$ cat src/rtl/uart_pkg.sv
// Constants shared by the UART receiver, transmitter and their FIFOs.
package uart_pkg;
  localparam int UART_WIDTH      = 8;
  localparam int UART_FIFO_DEPTH = 16;
  localparam int CLK_FREQ        = 50_000_000;
  localparam int BAUD_RATE       = 9600;
  localparam int BAUD_DIV        = 5208;

  function automatic bit is_pow2(input int n);
    return (n >= 2) && ((n & (n - 1)) == 0);
  endfunction
endpackage

$ cat src/rtl/uart_rx_fifo_if.sv
// Receiver-to-FIFO and FIFO-to-consumer signal bundle.
interface uart_rx_fifo_if
  import uart_pkg::*;
#(
  parameter int WIDTH = UART_WIDTH,
  parameter int DEPTH = UART_FIFO_DEPTH
);
  localparam int AW = $clog2(DEPTH);

  logic             rx_done;
  logic [WIDTH-1:0] rx_data;
  logic             rd_en;
  logic             clr_ovf;
  logic [WIDTH-1:0] rd_data;
  logic             rd_valid;
  logic             empty;
  logic             full;
  logic [AW:0]      count;
  logic             overflow;

  modport master (
    output rx_done, rx_data, rd_en, clr_ovf,
    input  rd_data, rd_valid, empty, full, count, overflow
  );
  modport slave (
    input  rx_done, rx_data, rd_en, clr_ovf,
    output rd_data, rd_valid, empty, full, count, overflow
  );
endinterface

$ cat src/rtl/sync_fifo.sv
// Synchronous FIFO with registered read (latency 1); full/empty derived from count.
module sync_fifo #(
  parameter  int WIDTH = 8,
  parameter  int DEPTH = 16,
  localparam int AW    = $clog2(DEPTH)
) (
  input  logic             Clk,
  input  logic             Reset,
  input  logic             wr_en,
  input  logic [WIDTH-1:0] wr_data,
  input  logic             rd_en,
  output logic [WIDTH-1:0] rd_data,
  output logic             rd_valid,
  output logic             empty,
  output logic             full,
  output logic [AW:0]      count
);
  logic [WIDTH-1:0] mem [DEPTH];
  logic [AW-1:0]    wr_ptr, rd_ptr;
  logic             rd_ok, wr_ok;

  assign empty = (count == '0);
  assign full  = (count == (AW+1)'(DEPTH));
  assign rd_ok = rd_en & ~empty;
  // A pop frees a slot in the same cycle, so a full FIFO still accepts a write alongside it.
  assign wr_ok = wr_en & (~full | rd_ok);

  always_ff @(posedge Clk) begin
    if (!Reset && wr_ok) mem[wr_ptr] <= wr_data;
  end

  always_ff @(posedge Clk) begin
    if (Reset) begin
      wr_ptr   <= '0;
      rd_ptr   <= '0;
      count    <= '0;
      rd_data  <= '0;
      rd_valid <= 1'b0;
    end else begin
      rd_valid <= rd_ok;
      if (rd_ok) begin
        rd_data <= mem[rd_ptr];
        rd_ptr  <= rd_ptr + 1'b1;
      end
      if (wr_ok) wr_ptr <= wr_ptr + 1'b1;
      count <= count + {{AW{1'b0}}, wr_ok} - {{AW{1'b0}}, rd_ok};
    end
  end
endmodule

$ cat src/rtl/uart_rx_fifo.sv
// UART receive buffer: one FIFO entry per rising edge of rx_done, sticky overflow.
module uart_rx_fifo
  import uart_pkg::*;
#(
  parameter  int WIDTH = UART_WIDTH,
  parameter  int DEPTH = UART_FIFO_DEPTH,
  localparam int AW    = $clog2(DEPTH)
) (
  input  logic           Clk,
  input  logic           Reset,
  uart_rx_fifo_if.slave  bus
);
  logic done_q, wr_req, rd_ok, ovf_q;
  logic fifo_empty, fifo_full;

  // Clearing done_q on reset makes a still-high rx_done count as a fresh byte.
  always_ff @(posedge Clk) begin
    if (Reset) done_q <= 1'b0;
    else       done_q <= bus.rx_done;
  end

  assign wr_req = bus.rx_done & ~done_q;
  assign rd_ok  = bus.rd_en & ~fifo_empty;

  always_ff @(posedge Clk) begin
    if (Reset)                           ovf_q <= 1'b0;
    else if (wr_req & fifo_full & ~rd_ok) ovf_q <= 1'b1;
    else if (bus.clr_ovf)                 ovf_q <= 1'b0;
  end

  sync_fifo #(.WIDTH(WIDTH), .DEPTH(DEPTH)) u_fifo (
    .Clk      (Clk),
    .Reset    (Reset),
    .wr_en    (wr_req),
    .wr_data  (bus.rx_data),
    .rd_en    (bus.rd_en),
    .rd_data  (bus.rd_data),
    .rd_valid (bus.rd_valid),
    .empty    (fifo_empty),
    .full     (fifo_full),
    .count    (bus.count)
  );

  assign bus.empty    = fifo_empty;
  assign bus.full     = fifo_full;
  assign bus.overflow = ovf_q;
endmodule
$ cat src/flat_wrapper.sv
// flat-port wrapper written by rule: the top's interface ports become plain ports
module uart_rx_fifo_flat import uart_pkg::*;
#(
  parameter  int WIDTH = UART_WIDTH,
  parameter  int DEPTH = UART_FIFO_DEPTH,
  localparam int AW    = $clog2(DEPTH)
)
  (Clk, Reset, bus_rx_done, bus_rx_data, bus_rd_en, bus_clr_ovf, bus_rd_data, bus_rd_valid, bus_empty, bus_full, bus_count, bus_overflow);
  uart_rx_fifo_if #(.WIDTH(WIDTH), .DEPTH(DEPTH)) bus_i ();
  input  logic Clk;
  input  logic Reset;
  input wire logic [$bits(bus_i.rx_done)-1:0] bus_rx_done;
  input wire logic [$bits(bus_i.rx_data)-1:0] bus_rx_data;
  input wire logic [$bits(bus_i.rd_en)-1:0] bus_rd_en;
  input wire logic [$bits(bus_i.clr_ovf)-1:0] bus_clr_ovf;
  output wire logic [$bits(bus_i.rd_data)-1:0] bus_rd_data;
  output wire logic [$bits(bus_i.rd_valid)-1:0] bus_rd_valid;
  output wire logic [$bits(bus_i.empty)-1:0] bus_empty;
  output wire logic [$bits(bus_i.full)-1:0] bus_full;
  output wire logic [$bits(bus_i.count)-1:0] bus_count;
  output wire logic [$bits(bus_i.overflow)-1:0] bus_overflow;
  assign bus_i.rx_done = bus_rx_done;
  assign bus_i.rx_data = bus_rx_data;
  assign bus_i.rd_en = bus_rd_en;
  assign bus_i.clr_ovf = bus_clr_ovf;
  assign bus_rd_data = bus_i.rd_data;
  assign bus_rd_valid = bus_i.rd_valid;
  assign bus_empty = bus_i.empty;
  assign bus_full = bus_i.full;
  assign bus_count = bus_i.count;
  assign bus_overflow = bus_i.overflow;
  uart_rx_fifo #(.WIDTH(WIDTH), .DEPTH(DEPTH)) u_core (.Clk(Clk), .Reset(Reset), .bus(bus_i));
endmodule
$ cat config.mk
export PLATFORM = sky130hd
export DESIGN_NAME = uart_rx_fifo_flat
export DESIGN_NICKNAME = d
export VERILOG_FILES = /design/src/rtl/uart_pkg.sv /design/src/rtl/uart_rx_fifo_if.sv /design/src/rtl/sync_fifo.sv /design/src/rtl/uart_rx_fifo.sv /design/src/flat_wrapper.sv
export SDC_FILE = /design/constraint.sdc
export NUM_CORES = 1
export LEC_CHECK = 0
export CAP_MARGIN = 20
export CELL_PAD_IN_SITES_DETAIL_PLACEMENT = 0
export CELL_PAD_IN_SITES_GLOBAL_PLACEMENT = 1
export CORE_MARGIN = 2
export CORE_UTILIZATION = 51
export DETAILED_ROUTE_END_ITERATION = 10
export HOLD_SLACK_MARGIN = 0.12
export PLACE_DENSITY = 0.76
export SYNTH_ARGS = -nofsm -noshare
export SYNTH_HDL_FRONTEND = slang
export SYNTH_SLANG_ARGS = --single-unit
$ cat constraint.sdc
create_clock -name Clk -period 8.5 [get_ports Clk]
set_clock_uncertainty 0.05 [all_clocks]
set_input_delay 1.7 -clock Clk [delete_from_list [all_inputs] [get_ports Clk]]
set_output_delay 1.7 -clock Clk [all_outputs]
set_load 0.005 [all_outputs]
==> flow_metrics.env <==
export IMPL_status="complete, but fails checks"
export IMPL_violations="DRC"
export IMPL_ys_flop_type="edfxtp_1"
export IMPL_worst_path_max_fanout=28
export IMPL_reg2reg_depth=12
export IMPL_synthTopCellsByArea="edfxtp_1 64%, mux4_2 12%, dfxtp_1 7.9%"
export IMPL_viasPerCell=5.657
export IMPL_crit_family="simple AND/OR/NAND/NOR gates"
export IMPL_cts_buffers=17
export IMPL_hold_depth=2
export IMPL_regArea_sq_um=4325
export IMPL_async_reset_ff_share_pct=0
export IMPL_holdWs_ns=0.4601
export IMPL_grt_overflow=0
export IMPL_hold_viol_final=0
export IMPL_final_antenna_net_count=0
export IMPL_min_path_type="flop to flop"
export IMPL_num_vias=2936
export IMPL_grt_pass1_vias=3004
export IMPL_powerDensity_nw_per_um2=281.2
export IMPL_multi_input_area_sq_um=1594
export IMPL_worstSetupPathType="input port to flop"
export IMPL_ys_types=34
export IMPL_fp_dieW_um=112.9
export IMPL_fmax_mhz=259.8
export IMPL_insertion_delay_ns=0.42
export IMPL_die_area_sq_um=12750
export IMPL_worst_path_buf_inv=1
export IMPL_ys_ff_latch=152
export IMPL_worstPathRequired_ns=8.50
export IMPL_post_cts_buffers=0
export IMPL_seq_area_frac_synth_pct=71.46
export IMPL_grt_pass1_wl_mm=17.47
export IMPL_synth_top_area_cell="edfxtp_1"
export IMPL_min_period_over_period_pct=45.28
export IMPL_final_max_slew_violation_count=0
export IMPL_endpoint_kind="flop"
export IMPL_synth_top_area_share_pct=63.52
export IMPL_crit_chain="clkdlybuf4s50_1 -> or3_1 -> nor2_1"
export IMPL_arrival_ns=3.85
export IMPL_place_congestion=0.7563
export IMPL_setup_viol=0
export IMPL_syn_area_sq_um=6051
export IMPL_nets=387
export IMPL_clk_pin_slew_ns=0.06
export IMPL_period_minus_slack_ns=3.849
export IMPL_critPathLaunchType="input port"
export IMPL_slowest_stage="clkdlybuf4s50_1"
export IMPL_n_fill_cell=856
export IMPL_cts_root_buf="clkbuf_16"
export IMPL_max_cap_violations=0
export IMPL_die_y_um=112.9
export IMPL_hpwl_mm=7.097
export IMPL_post_cts_hold_buffer_count=0
export IMPL_post_drt_wl_per_cell_um=21.47
export IMPL_cp_depth=3
export IMPL_antennaDiodeCount=0
export IMPL_grt_max_degree=36
export IMPL_clock_sinks=152
export IMPL_cts_tree="built"
export IMPL_worstMarginPinSlew_ns=0.9440
export IMPL_setup_tns_ns=0
export IMPL_p_leak_nw=2.286
export IMPL_syn_inst=328
export IMPL_synth_fp_nets=352
export IMPL_port_buffers=29
export IMPL_grt_usage_pct=19.06
export IMPL_max_vdd_ir_drop_v=0.0001455
export IMPL_drive_gt1_share_pct=18.09
export IMPL_rsz0062_at_grt="no"
export IMPL_firstDrtPassIters=7
export IMPL_slowest_delay_ns=0.90
export IMPL_cts_buffer_depth=2
export IMPL_start_util_pct=52.54
export IMPL_core_rowCount=39
export IMPL_synth_edff_count=128
export IMPL_htree_levels=4
export IMPL_drc=2
export IMPL_area_growth_pct=16.32
export IMPL_ys_warnings_count=0
export IMPL_wl_mm=11.14
export IMPL_drtIter0Drc=260
export IMPL_avgSynthCellArea_sq_um=18.45
export IMPL_io_pins=30
export IMPL_slew_limit_headroom_pct=36.87
export IMPL_core_sq_um=11520
export IMPL_antenna_found_initial=0
export IMPL_cts_resized=0
==> cell usage in the layout (no fill, tap or decap), drive strengths merged, types with 2 or more instances in the layout <==
cell,n
nor2,27
mux2i,16
xor2,3
bufinv,3
edfxtp,128
xnor2,4
or3,4
o221ai,8
inv,7
nor2b,6
nand2,10
nand2b,2
o21ai,4
dfxtp,24
a21oi,7
buf,3
clkinv,5
nand3b,9
clkbuf,24
nand3,2
clkdlybuf4s50,29
ha,10
mux4,32
==> state kept, by name, summed over array words and instances, names as in the netlist <==
name and flops:
u_core.u_fifo.rd_valid 1, u_core.u_fifo.wr_ptr 4, u_core.u_fifo.rd_ptr 4, u_core.u_fifo.mem 128, u_core.u_fifo.count 5, u_core.done_q 1, u_core.u_fifo.rd_data 8, u_core.bus.overflow 1
==> metrics by stage <==
stage / setup slack [ns] / instances / util [%] / cell area (sq um) / total power, W
2_1_floorplan: 4.974 / 328 / - / 6051 / 0.001133
3_3_place_gp: 4.278 / 487 / 55.90 / 6437 / 0.001241
3_5_place_dp: 4.230 / 487 / 55.90 / 6437 / 0.001245
4_1_cts: 4.651 / 519 / 61.11 / 7038 / 0.001998
5_1_grt: 4.469 / 519 / 61.11 / 7038 / 0.002065
6_report: 4.651 / 519 / 61.11 / 7038 / 0.001979
==> path summary, 6_finish.rpt <==
path	from	slack, ns	to
max	Reset	4.65	u_core.u_fifo.mem[1][0]$_DFFE_PP_
min	u_core.u_fifo.rd_data[7]$_SDFFE_PP0N_	0.46	u_core.u_fifo.rd_data[7]$_SDFFE_PP0N_
max reg2reg	u_core.u_fifo.count[2]$_SDFF_PP0_	5.48	u_core.u_fifo.count[4]$_SDFF_PP0_
min reg2reg	u_core.u_fifo.rd_data[7]$_SDFFE_PP0N_	0.46	u_core.u_fifo.rd_data[7]$_SDFFE_PP0N_
==> cell type report <==
class,instances,area share [%]
Clock buffer,24,6.844
Sequential cell,152,61.46
Inverter,7,0.3733
Timing Repair Buffer,32,4.444
Multi-Input combinational cell,153,22.65
Tap cell,143,2.542
Clock inverter,8,1.689
==> routing by layer <==
layer / GRT usage, % / vias up / share of wire, %
li1: - / 1362 / -
met2: 28.71 / 72 / 47
met3: 4.928 / 12 / 5.1
met5: 0 / - / 0
met1: 27.45 / 1490 / 46
met4: 6.748 / 0 / 1.4
==> cell families (layout without fill, tap and decap cells) <==
| group | after synthesis | after routing | synth area share (%) |
|---|---|---|---|
| buffers and inverters | 23 | 71 | 2.192 |
| and+or+nand+nor | 64 | 64 | 5.645 |
| adders and majority gates | 11 | 11 | 2.399 |
| AOI/OAI and AO/OA | 22 | 22 | 2.543 |
| xor gates and xnor gates | 7 | 7 | 1.013 |
| muxes | 49 | 49 | 14.74 |
| DFF | 152 | 152 | 71.46 |
==> tightest hold or removal path: stages, from the launching register on <==
cell,delay (ns)
dfxtp_1,0.33
nand3b_1,0.08
o221ai_1,0.06
==> synth_stat cells, types with 2 or more instances <==
cell        n
edfxtp_1  128
inv_1       7
buf_4       2
o221ai_1    7
ha_1       10
xor2_1      3
buf_6       4
nand3b_1    8
nor2b_1     6
xnor2_1     4
a21oi_1     7
nand3_1     2
nand2_1    10
mux4_2     32
or3_1       4
nor2_1     27
clkbuf_1    3
o21ai_0     3
mux2i_1    16
nand2b_1    2
buf_2       7
dfxtp_1    24
==> power breakdown <==
group / internal, W / switching [W]
combinational: 0.000188 / 0.000162
clock: 0.000483 / 0.000270
sequential: 0.000842 / 0.0000336
No activity file was read; power rests on OpenSTA's default activity.
